## config.mk

```make
export PLATFORM = sky130hd
export DESIGN_NAME = pe_tile_scheduler
export DESIGN_NICKNAME = d
export VERILOG_FILES = /design/src/rtl/pe_tile_scheduler.sv
export SDC_FILE = /design/constraint.sdc
export NUM_CORES = 1
export LEC_CHECK = 0
export CORE_ASPECT_RATIO = 0.6
export CORE_MARGIN = 5
export CORE_UTILIZATION = 60
export CTS_BUF_LIST = sky130_fd_sc_hd__clkbuf_8
export CTS_CLUSTER_SIZE = 24
export DETAILED_ROUTE_END_ITERATION = 12
export DONT_BUFFER_PORTS = 1
export PLACE_DENSITY = 0.87
export SYNTH_ARGS = -nofsm -noshare
export SYNTH_HDL_FRONTEND = slang
export SYNTH_SLANG_ARGS = --single-unit
```

## constraint.sdc

```tcl
create_clock -name clk -period 3.44 [get_ports clk]
set_input_delay 0.688 -clock clk [delete_from_list [all_inputs] [get_ports clk]]
set_output_delay 0.688 -clock clk [all_outputs]
set_load 0.01 [all_outputs]
```

## src/rtl/pe_tile_scheduler.sv

```systemverilog
// pe_tile_scheduler: walks (chn_out, chn) tile pairs, csync then raster scan.
// Define PE_SCHED_STALL_EN to add i_stall, which pauses the DATA scan.
module pe_tile_scheduler #(
    parameter int W_SIZE       = 16,
    parameter int W_CHANNEL    = 16,
    parameter int DRAIN_CYCLES = 15
) (
    input  logic                 clk,
    input  logic                 rstn,
    input  logic                 i_start,
    input  logic [W_SIZE-1:0]    i_width,
    input  logic [W_SIZE-1:0]    i_height,
    input  logic [W_CHANNEL-1:0] i_q_chn_in,
    input  logic [W_CHANNEL-1:0] i_q_chn_out,
    input  logic                 i_pe_csync_done,
`ifdef PE_SCHED_STALL_EN
    input  logic                 i_stall,
`endif
    output logic                 o_ctrl_csync_run,
    output logic                 o_ctrl_data_run,
    output logic [W_SIZE-1:0]    o_row,
    output logic [W_SIZE-1:0]    o_col,
    output logic [W_CHANNEL-1:0] o_chn,
    output logic [W_CHANNEL-1:0] o_chn_out,
    output logic                 o_is_first_row,
    output logic                 o_is_last_row,
    output logic                 o_is_first_col,
    output logic                 o_is_last_col,
    output logic [W_SIZE-1:0]    o_q_channel,
    output logic                 o_busy,
    output logic                 o_done
);
    typedef enum logic [1:0] {S_IDLE, S_CSYNC, S_DATA, S_DRAIN} state_t;

    localparam logic [W_SIZE-1:0]    ONE_S      = 1;
    localparam logic [W_CHANNEL-1:0] ONE_C      = 1;
    localparam logic [15:0]          DRAIN_LAST = 16'(DRAIN_CYCLES - 2);

    state_t                 r_state, w_state_nxt;
    logic [W_SIZE-1:0]      r_w_m1, r_h_m1, w_w_m1, w_h_m1;
    logic [W_CHANNEL-1:0]   r_qi_m1, r_qo_m1, w_qi_m1, w_qo_m1;
    logic [W_SIZE-1:0]      r_q_channel, w_q_channel;
    logic [W_SIZE-1:0]      r_row, r_col, w_row_nxt, w_col_nxt;
    logic [W_CHANNEL-1:0]   r_chn, r_chn_out, w_chn_nxt, w_chno_nxt;
    logic                   r_csync_run, r_data_run, w_csync_nxt, w_data_nxt;
    logic                   r_busy, r_done, w_busy_nxt, w_done_nxt;
    logic                   r_frow, r_lrow, r_fcol, r_lcol;
    logic [15:0]            r_cnt, w_cnt_nxt;
    logic                   w_zero_dim, w_accept, w_in_scan, w_stall;

`ifdef PE_SCHED_STALL_EN
    assign w_stall = i_stall;
`else
    assign w_stall = 1'b0;
`endif

    assign w_zero_dim = (i_width == '0) || (i_height == '0) ||
                        (i_q_chn_in == '0) || (i_q_chn_out == '0);
    assign w_accept   = (r_state == S_IDLE) && i_start && !w_zero_dim;

    // Config is captured only on an accepted start and held otherwise
    assign w_w_m1      = w_accept ? i_width - ONE_S : r_w_m1;
    assign w_h_m1      = w_accept ? i_height - ONE_S : r_h_m1;
    assign w_qi_m1     = w_accept ? i_q_chn_in - ONE_C : r_qi_m1;
    assign w_qo_m1     = w_accept ? i_q_chn_out - ONE_C : r_qo_m1;
    assign w_q_channel = w_accept ? W_SIZE'(i_q_chn_in) : r_q_channel;
    assign w_in_scan   = (w_state_nxt == S_CSYNC) || (w_state_nxt == S_DATA);

    always_comb begin
        w_state_nxt = r_state;
        w_row_nxt   = r_row;
        w_col_nxt   = r_col;
        w_chn_nxt   = r_chn;
        w_chno_nxt  = r_chn_out;
        w_csync_nxt = r_csync_run;
        w_data_nxt  = 1'b0;
        w_busy_nxt  = r_busy;
        w_done_nxt  = 1'b0;
        w_cnt_nxt   = r_cnt;
        unique case (r_state)
            S_IDLE: begin
                if (i_start && w_zero_dim) begin
                    w_done_nxt = 1'b1;
                end else if (i_start) begin
                    w_state_nxt = S_CSYNC;
                    w_csync_nxt = 1'b1;
                    w_busy_nxt  = 1'b1;
                    w_row_nxt   = '0;
                    w_col_nxt   = '0;
                    w_chn_nxt   = '0;
                    w_chno_nxt  = '0;
                end
            end
            S_CSYNC: begin
                if (i_pe_csync_done) begin
                    w_state_nxt = S_DATA;
                    w_csync_nxt = 1'b0;
                    w_data_nxt  = 1'b1;
                    w_row_nxt   = '0;
                    w_col_nxt   = '0;
                end
            end
            S_DATA: begin
                // A presented beat is consumed; a stalled slot just waits
                w_data_nxt = !w_stall;
                if (r_data_run) begin
                    if (r_col != r_w_m1) begin
                        w_col_nxt = r_col + ONE_S;
                    end else if (r_row != r_h_m1) begin
                        w_col_nxt = '0;
                        w_row_nxt = r_row + ONE_S;
                    end else begin
                        w_data_nxt = 1'b0;
                        w_row_nxt  = '0;
                        w_col_nxt  = '0;
                        if (r_chn != r_qi_m1) begin
                            w_chn_nxt   = r_chn + ONE_C;
                            w_csync_nxt = 1'b1;
                            w_state_nxt = S_CSYNC;
                        end else if (r_chn_out != r_qo_m1) begin
                            w_chn_nxt   = '0;
                            w_chno_nxt  = r_chn_out + ONE_C;
                            w_csync_nxt = 1'b1;
                            w_state_nxt = S_CSYNC;
                        end else begin
                            w_chn_nxt   = '0;
                            w_cnt_nxt   = '0;
                            w_state_nxt = S_DRAIN;
                        end
                    end
                end
            end
            S_DRAIN: begin
                if (r_cnt == DRAIN_LAST) begin
                    w_done_nxt  = 1'b1;
                    w_busy_nxt  = 1'b0;
                    w_state_nxt = S_IDLE;
                end else begin
                    w_cnt_nxt = r_cnt + 16'd1;
                end
            end
            default: w_state_nxt = S_IDLE;
        endcase
    end

    always_ff @(posedge clk) begin
        if (!rstn) begin
            r_state     <= S_IDLE;
            r_w_m1      <= '0;
            r_h_m1      <= '0;
            r_qi_m1     <= '0;
            r_qo_m1     <= '0;
            r_q_channel <= '0;
            r_row       <= '0;
            r_col       <= '0;
            r_chn       <= '0;
            r_chn_out   <= '0;
            r_csync_run <= 1'b0;
            r_data_run  <= 1'b0;
            r_busy      <= 1'b0;
            r_done      <= 1'b0;
            r_frow      <= 1'b0;
            r_lrow      <= 1'b0;
            r_fcol      <= 1'b0;
            r_lcol      <= 1'b0;
            r_cnt       <= '0;
        end else begin
            r_state     <= w_state_nxt;
            r_w_m1      <= w_w_m1;
            r_h_m1      <= w_h_m1;
            r_qi_m1     <= w_qi_m1;
            r_qo_m1     <= w_qo_m1;
            r_q_channel <= w_q_channel;
            r_row       <= w_row_nxt;
            r_col       <= w_col_nxt;
            r_chn       <= w_chn_nxt;
            r_chn_out   <= w_chno_nxt;
            r_csync_run <= w_csync_nxt;
            r_data_run  <= w_data_nxt;
            r_busy      <= w_busy_nxt;
            r_done      <= w_done_nxt;
            r_frow      <= w_in_scan && (w_row_nxt == '0);
            r_lrow      <= w_in_scan && (w_row_nxt == w_h_m1);
            r_fcol      <= w_in_scan && (w_col_nxt == '0);
            r_lcol      <= w_in_scan && (w_col_nxt == w_w_m1);
            r_cnt       <= w_cnt_nxt;
        end
    end

    assign o_ctrl_csync_run = r_csync_run;
    assign o_ctrl_data_run  = r_data_run;
    assign o_row            = r_row;
    assign o_col            = r_col;
    assign o_chn            = r_chn;
    assign o_chn_out        = r_chn_out;
    assign o_is_first_row   = r_frow;
    assign o_is_last_row    = r_lrow;
    assign o_is_first_col   = r_fcol;
    assign o_is_last_col    = r_lcol;
    assign o_q_channel      = r_q_channel;
    assign o_busy           = r_busy;
    assign o_done           = r_done;
endmodule

```

==> impl_metrics.env <==
export IMPL_via_per_inst=6.40
export IMPL_cts_sinks=170
export IMPL_syn_area_mm2=0.00980
export IMPL_grt_pass1_wl_um=48100
export IMPL_antennaDiodeCount=0
export IMPL_fin_crit_sh=0.979
export IMPL_use_met2=0.435
export IMPL_synth_seq_area_share=0.347
export IMPL_fp_dieH_um=109
export IMPL_grt_max_degree=81
export IMPL_syn_nets=1299
export IMPL_vias=9547
export IMPL_die_w_um=175
export IMPL_max_slew_margin_rel=0.460
export IMPL_cts_root_buf="clkbuf_8"
export IMPL_regToRegStartpoint="o_col[10]"
export IMPL_start_kind="register"
export IMPL_drtPass1Iterations=5
export IMPL_ctsHoldBuffers=0
export IMPL_leakagePower_uw=0.00420
export IMPL_period_needed_ns=3.37
export IMPL_p_total_uw=4180
export IMPL_clockBufferDepth=2
export IMPL_cp_required_ns=3.83
export IMPL_synth_area_leaders="dfxtp_1, xnor2_1, nor2_1, xor2_1, nand2_1"
export IMPL_maxSlewViolCount=0
export IMPL_yosysWarnings=0
export IMPL_overflow=0
export IMPL_critPathKind="reg2reg"
export IMPL_status="finished clean"
export IMPL_htree_levels=4
export IMPL_routedWlPerCell_um=20.7
export IMPL_peakVddDrop_uv=196
export IMPL_timing_fmax_mhz=297
export IMPL_synth_edff_count=0
export IMPL_grt_util_all_layers=0.319
export IMPL_cp_end_kind="register"
export IMPL_synth_seq_cells=170
export IMPL_grt_setup_unrepaired="false"
export IMPL_port_buffers=0
export IMPL_grt_pass1_vias=8658
export IMPL_clk_pin_slew_ns=0.11
export IMPL_synth_flop_cell="dfxtp_1"
export IMPL_grt_busiest_layer="met1"
export IMPL_start_util=0.608
export IMPL_synthCells=1215
export IMPL_wl_um=30900
export IMPL_cts_repair_resized=0
export IMPL_crit_path_start="o_col[10]"
export IMPL_cp_max_fo=6
export IMPL_use_met1=0.471
export IMPL_hold_path_class="in2reg"
export IMPL_drtAntennaViolNets=0
export IMPL_synth_top_cell_by_area="dfxtp_1"
export IMPL_drive_gt1_frac=0.115
export IMPL_post_cts_repair_setup_buffers=0
export IMPL_drc=0
export IMPL_coreArea_mm2=0.0161
export IMPL_hold_viol=0
export IMPL_power_density_mw_per_mm2=383
export IMPL_dieArea_mm2=0.0191
export IMPL_avgSynthCellArea_um2=8.07
export IMPL_cap_violations=0
export IMPL_layout_setup_ws_ns=0.0718
export IMPL_hpwl_um=23800
export IMPL_use_met3=0.107
export IMPL_place_worst_setup_slack_ns=0.0614
export IMPL_rows=36
export IMPL_crit_arrival_ns=3.75
export IMPL_setup_viol=0
export IMPL_fillers=1262
export IMPL_ios=156
export IMPL_cts_tree="done"
export IMPL_ys_types=79
export IMPL_fin_worst_skew_ns=0.0247
export IMPL_synthToLayoutAreaGrowth_pct=11.4
export IMPL_finalSetupTns_ns=0
export IMPL_nNetsFinal=1353
export IMPL_clk_insertion_delay_late_ns=0.48
export IMPL_async_flop_share=0
export IMPL_min_from="i_q_chn_out[0]"
export IMPL_place_gp_congestion=0.950
export IMPL_tightest_slew_ns=0.802
export IMPL_numCtsBuffers=17
export IMPL_antenna_found_initial=0
export IMPL_drt_iter0_markers=1252
export IMPL_yosys_area_top_type_share=0.347
-- power by group --
group	switching (µW)	internal, µW
combinational	387	265
sequential	81.1	2050
clock	785	614
-- area by class of cell --
type                    instances  area, µm²  area share
multi-input cells             964       6070       0.556
inverters                      27        101     0.00928
flip-flops and latches        170       3400       0.312
clock buffers                  19        262      0.0240
clock inverters                13        118      0.0108
well taps                     209        262      0.0240
repair buffers                 89        706      0.0646
-- worst max-delay path: stages (launching register included) --
cell       delay [ns]
dfxtp_1          0.34
xnor2_1          0.36
nand4_1          0.25
or4_1            0.59
o21ai_0          0.38
nand2_1          0.25
o22a_1           0.27
a2111oi_2        0.34
o2111ai_1        0.21
nor4_2           0.29
-- state kept, by name (all words and copies together), names as in the netlist --
name,flops
o_row,16
o_done,1
o_is_last_row,1
r_qo_m1,16
o_ctrl_csync_run,1
o_col,16
o_chn_out,16
r_state,2
r_w_m1,16
o_is_last_col,1
o_busy,1
o_chn,16
o_q_channel,16
o_is_first_col,1
o_is_first_row,1
r_h_m1,16
r_qi_m1,16
r_cnt,16
o_ctrl_data_run,1
-- kinds of logic (layout without fill, tap and decap cells) --
group                    after synthesis  count (layout)  synth area share
XOR/XNOR                             176             176             0.158
AO/OA/AOI/OAI                        180             180             0.124
AND/OR/NAND/NOR                      573             573             0.295
flip-flops                           170             170             0.347
buffers and inverters                 81             148            0.0351
multiplexers                          19              19            0.0198
adder cells (fa/ha/maj)               16              16            0.0204
-- synthesized netlist by cell type (all sizes together), types with 4 or more instances --
cell,n
a31oi,6
nor4,43
o31ai,4
a311oi,6
nand2,110
a211o,4
a211oi,26
o21ai,28
or3,5
or2,4
and3,26
ha,16
dfxtp,170
or4,8
xor2,77
nor3b,10
nor3,34
nand4,47
clkbuf,30
buf,24
xnor2,99
nand2b,7
nor2,186
and2,33
nor2b,4
o211a,5
mux2i,16
inv,27
o211ai,6
nand3,36
a21oi,61
and4,9
-- final timing paths --
check	endpoint	slack, ns	depth (start not counted)
max	o_is_last_row	0.07	9
min reg2reg	o_q_channel[10]	0.50	2
max reg2reg	o_is_last_row	0.07	9
min	r_qo_m1[0]	0.31	1
-- layer usage --
layer | share of wire | up-vias
met4 | 0.021 | 0
met5 | 0 | -
li1 | - | 4391
met3 | 0.14 | 58
met2 | 0.39 | 592
met1 | 0.45 | 4506
-- per-stage QoR --
stage	cells	instance area (µm²)	hold slack, ns	utilization
after CTS	1491	10900	0.296	0.677
after global routing	1491	10900	0.302	0.677
after detailed placement	1459	10500	0.499	0.653
final	1491	10900	0.305	0.677
after global placement	1459	10500	0.492	0.653
after floorplan	1215	9800	0.480	-
-- cell usage in the layout (no fill, tap or decap), types with 6 or more instances in the layout --
cell type and n:
xnor2_1 98, a211oi_1 26, nor3b_1 10, o211ai_1 6, nor4_1 39, a21oi_1 61, and3_1 26, or4_1 7
nand3_1 35, dfxtp_1 170, nor3_1 34, buf_4 86, nand4_1 46, clkbuf_8 19, xor2_1 77, inv_1 27
and2_1 32, ha_1 16, a311oi_1 6, o21ai_0 25, and4_1 8, nor2_1 184, nand2_1 110, mux2i_1 16
nand2b_1 7
Note: power is estimated with default switching activity, not from simulation.
